==> src/rtl/mux8x1_8bit.sv <==
// ---------------------------------------------------------------------------
// mux8x1_8bit
//
// Registered 8-to-1 multiplexer. On every rising Clock edge, y loads the data
// input picked by Sel (0 -> I0 ... 7 -> I7). The output register is the only
// state in the block. Reset_n clears y to zero at once, without waiting for
// a clock edge.
//
// Parameters:
//   WIDTH    - data width of every input and of the output (default 8)
//
// Ports:
//   Clock    in   1      rising-edge clock for the output register
//   Reset_n  in   1      asynchronous active-low reset, clears y
//   I0..I7   in   WIDTH  data inputs
//   Sel      in   3      unsigned select index 0..7
//   y        out  WIDTH  registered multiplexer output
// ---------------------------------------------------------------------------
module mux8x1_8bit #(
    parameter int WIDTH = 8
) (
    input  logic             Clock,
    input  logic             Reset_n,
    input  logic [WIDTH-1:0] I0,
    input  logic [WIDTH-1:0] I1,
    input  logic [WIDTH-1:0] I2,
    input  logic [WIDTH-1:0] I3,
    input  logic [WIDTH-1:0] I4,
    input  logic [WIDTH-1:0] I5,
    input  logic [WIDTH-1:0] I6,
    input  logic [WIDTH-1:0] I7,
    input  logic [2:0]       Sel,
    output logic [WIDTH-1:0] y
);

    logic [WIDTH-1:0] y_d;
    logic [WIDTH-1:0] y_q;

    // Next-state selection. All eight codes are decoded. The default arm is
    // reached only when Sel carries X/Z bits, and it loads all zeros.
    always_comb begin
        // NOTE: assigning y_d before the case means every path drives it,
        // so no latch can be inferred even if an arm is later removed.
        y_d = '0;
        case (Sel)
            3'd0:    y_d = I0;
            3'd1:    y_d = I1;
            3'd2:    y_d = I2;
            3'd3:    y_d = I3;
            3'd4:    y_d = I4;
            3'd5:    y_d = I5;
            3'd6:    y_d = I6;
            3'd7:    y_d = I7;
            default: y_d = '0;
        endcase
    end

    // Output register. Because the reset is asynchronous, y clears as soon as
    // Reset_n falls. The register holds its reset value for as long as
    // Reset_n stays low.
    always_ff @(posedge Clock or negedge Reset_n) begin
        // NOTE: non-blocking assignment keeps the register update ordered
        // after every reader of the old value in the same time step.
        if (!Reset_n) begin
            y_q <= '0;
        end else begin
            y_q <= y_d;
        end
    end

    assign y = y_q;

endmodule

==> config.mk <==
export PLATFORM = sky130hd
export DESIGN_NAME = mux8x1_8bit
export DESIGN_NICKNAME = d
export VERILOG_FILES = /design/src/rtl/mux8x1_8bit.sv
export SDC_FILE = /design/constraint.sdc
export NUM_CORES = 1
export LEC_CHECK = 0
export ABC_AREA = 1
export CORE_MARGIN = 2
export CORE_UTILIZATION = 55
export DETAILED_ROUTE_END_ITERATION = 12
export DONT_BUFFER_PORTS = 1
export MAX_ROUTING_LAYER = met4
export PLACE_DENSITY = 0.7
export SYNTH_ARGS = -nofsm -noshare
export SYNTH_HDL_FRONTEND = slang
export SYNTH_SLANG_ARGS = --single-unit
==> constraint.sdc <==
create_clock -name Clock -period 0.8 [get_ports Clock]
set_clock_uncertainty 0.2 [all_clocks]
set_input_delay 0 -clock Clock [delete_from_list [all_inputs] [get_ports Clock]]
set_output_delay 0 -clock Clock [all_outputs]
set_load 0.05 [all_outputs]
[Yosys cells after proc, flatten, opt, wreduce, memory -nomap -nowiden]
Cells that the tools add are included.
Word-level totals
  register bits: 8
  output and inout port bits: 8
Cells by class
  equality and inequality tests: 7
  multiplexer cells: 1
  reductions and logical operators: 1
Operators with widths (count)
  $pmux W8 S8: 1
  $eq A3 B3 Y1 const B: 4
  $eq A3 B2 Y1 const B: 2
  $eq A3 B1 Y1 const B: 1
  $logic_not A3 Y1: 1

[Logic depth before layout (Yosys ltp)]
  depth in word-level cells: 2
  depth in mapped cells: 7
  gate-level depth less buffers: 5

[Least setup slack after synthesis]
Ideal clock, no wire load.
  path type: input-to-reg
  from: input Sel[2]
  to: register y_q[6] (netlist: y[6])
  setup time: 0.123 ns
  data arrival time: 0.584 ns
  required time: 0.477 ns
  setup slack: -0.107 ns
  cell stages on the path: 6
  path buffers: 2
  path through: buf_6 > buf_2 > nand4_1 > nand2_1 > nor2_2 > nand3_2
Between the ends
  word-level cells in the longest chain between the ends: 2
  elaborated cells on any way between the ends: 9
  those cells by class: eq/ne (7); mux (1); reduce/logical (1)
Ends and longest elaborated chain
  start: declaration: RTL line 32  | input logic [2:0] Sel,
  $eq A3 B3 Y1, or another cell as far along: RTL line 45  | case (Sel)
  $pmux W8 S8 (*): RTL line 45
  named net y_d[6]: RTL line 36  | logic [WIDTH-1:0] y_d;
  end signal: assignment: RTL line 67  | y_q <= y_d;
  end: declaration: RTL line 37  | logic [WIDTH-1:0] y_q;
Mark *: on every way through the listed nets, which the timed path passes. The rest lies on a longest branch.

[Worst setup path after layout]
  from: register y_q[0] (netlist: y[0])
  to: output y[0]
RTL lines
  end: declaration: RTL line 33  | output logic [WIDTH-1:0] y
No word-level cell between the ends.

==> results.json <==
{
  "slew_violations": 0,
  "remaining_drc_errors": 0,
  "synthTopCellsByArea": "nand4_1 27%, dfrtp_1 21%, nand2_1 13%",
  "worstPathArrival_ns": 0.84,
  "die_y_um": 45.23,
  "hold_depth": 3,
  "synth_top_area_cell": "nand4_1",
  "fmax_mhz": 958.1,
  "fp.dieW_um": 45.23,
  "core_um2": 1541,
  "num-fill-cells": 120,
  "path_clk_slew_ns": 0.07,
  "layout_setup_ws_ns": -0.2437,
  "wl_per_cell_um": 17.42,
  "hold_buffers": 9,
  "post_cts_buffers": 0,
  "grt.total_usage": 0.3285,
  "worst-setup-path-type": "reg2out",
  "viasPerCell": 6.606,
  "num_antenna_cells": 0,
  "met1_usage": 0.4173,
  "antenna_found_initial": 0,
  "syn_nets": 216,
  "p_int_mw": 0.9402,
  "outcome": "finished with violations",
  "crit_slowest_cell": "dfrtp_1",
  "cts_tree": "done",
  "maxCapViolCount": 0,
  "p_leak_nw": 0.5609,
  "synth_cell_type_count": 14,
  "tns_ns": -1.740,
  "io_buffer_count": 0,
  "clock_power_share": 0.225,
  "critPathCaptureType": "output pin",
  "post_dp_cell_area_um2": 1010,
  "final_cells": 170,
  "ys_ff_latch": 8,
  "drt-total-wl_um": 2962,
  "layout.nets": 225,
  "grt.busiest_layer": "met2",
  "yosysWarnings": 0,
  "min_period_over_period": 1.305,
  "syn2layout_area_growth_pct": 20.08,
  "period_needed_ns": 1.044,
  "peakVddDrop_v": 0.0006869,
  "grt_max_degree": 36,
  "drive_gt1_frac": 0.1234,
  "h-tree-depth": 1,
  "vias": 1123,
  "sw_frac_of_total": 0.3792,
  "hold_class": "in2reg",
  "violations": "hold timing, setup timing",
  "ys_seq_area_frac": 0.2142,
  "ant_nets": 0,
  "clock-root-buffer": "clkbuf_4",
  "cts-buffers-inserted": 3,
  "p_sw_mw": 0.5743,
  "crit_cells": 1,
  "ios": 77,
  "syn-cell-area_um2": 934.6,
  "rows": 14,
  "crit_required_ns": 0.60,
  "placed_cells": 158,
  "max_stage_delay_ns": 0.41,
  "grt_pass1_wl_um": 4761,
  "finalInstanceArea_um2": 1122,
  "cp_top_family": "flip-flops",
  "cp_cell_sequence": "buf_12",
  "die_area_um2": 2045,
  "share_comb_of_total_power": 0.443,
  "initial_utilization": 0.6063,
  "cp_max_fo": 1,
  "grt_use_met3": 0.06800,
  "grt_use_met2": 0.5171,
  "drt_iter0_drc": 45,
  "grt_overflow": 0,
  "largest_reg_flops": 8,
  "crit_buf_inv": 1,
  "whs_ns": -0.2585,
  "synth_top_cell_area_share": 0.2677,
  "setup_viol": 8,
  "dr.pass1.iters": 4,
  "postSynthCellCount": 147,
  "globalplace.congestion": 0.8802,
  "p_per_area_nw_per_um2": 1349,
  "grt_pass1_vias": 978,
  "cts_sinks": 8,
  "tightest_slew_ns": 0.3861,
  "synth_area_per_cell_um2": 6.358,
  "cts_resized": 0,
  "worst_setup_path_start_kind": "flip-flop",
  "relSlewSlack": 0.7417,
  "rsz0062_at_grt": "true",
  "hold_viol_final": 16,
  "hpwl_um": 2019,
  "power_frac_seq": 0.333,
  "clockBufferDepth": 2
}
[cells in the mapped netlist]
cell      n
nor2_1   23
inv_2     1
dfrtp_1   8
buf_6     6
nand3_2   2
nand2_1  32
inv_1     8
nand4_1  40
buf_2     5
nor2_2    2
buf_4     2
nand3_1  15
nor3_4    1
inv_4     2
[area by class of cell]
type | count | area [µm²] | share of cell area
multi-input cells | 115 | 580.6 | 0.5173
repair buffers | 17 | 250.2 | 0.2230
flip-flops and latches | 8 | 200.2 | 0.1784
inverters | 11 | 48.80 | 0.04348
clock buffers | 3 | 22.52 | 0.02007
well taps | 16 | 20.02 | 0.01784
[power groups by stage]
stage               combinational, mW  clock (mW)  sequential [mW]
finish                          0.671       0.340            0.504
global route                    0.715       0.356            0.508
CTS                             0.663       0.305            0.505
detailed placement              0.618           0            0.512
global placement                0.607           0            0.507
floorplan                       0.304           0            0.669
[through the flow]
stage / hold WS, ns / power, mW / util / setup WS, ns
detailed placement: -0.4954 / 1.130 / 0.6550 / -0.07790
finish: -0.2585 / 1.515 / 0.7281 / -0.2437
global route: -0.2449 / 1.579 / 0.7281 / -0.2695
CTS: -0.2396 / 1.472 / 0.7281 / -0.2220
floorplan: -0.4956 / 0.9729 / - / -0.08230
global placement: -0.4954 / 1.115 / 0.6550 / -0.03860
[tightest hold or removal path: stages]
cell	delay, ns
nor3_4	0.04
nand2_1	0.06
nand3_1	0.07
[path summary, 6_finish.rpt]
kind,from,endpoint,slack [ns]
min in group asynchronous,Reset_n,y[2],-0.11
worst min-delay path,Sel[2],y[7],-0.26
worst max-delay path,y[0],y[0],-0.24
max in group asynchronous,Reset_n,y[6],0.23
[kinds of logic after synthesis]
family                 share of synthesized area
DFF                                       0.2142
buffers and inverters                     0.1646
and+or+nand+nor                           0.6212
[what timing repair did]
item                                    4_1_cts  5_1_grt
hold endpoints to repair                     16       16
pin swaps                                     0        0
endpoints found under the setup margin        8        8
[layout by cell type, fill, tap and decap left out]
cell type      netlist  final
nor2_2               2      2
inv_1                8      8
nand2_1             32     32
nor3_4               1      1
nand3_2              2      2
buf_12               0      8
dlygate4sd3_1        0      9
clkbuf_4             0      3
inv_6                0      1
nand4_1             40     40
nor2_1              23     23
inv_2                1      1
nand3_1             15     15
inv_4                2      1
dfrtp_1              8      8
[routing by layer]
layer,wire length [µm],up-vias,part of all wire
met2,1461,84,0.49
met5,0,-,0
met1,1096,497,0.37
met4,68,0,0.023
met3,336,8,0.11
li1,-,534,-
Note: power is estimated with default switching activity, not from simulation.
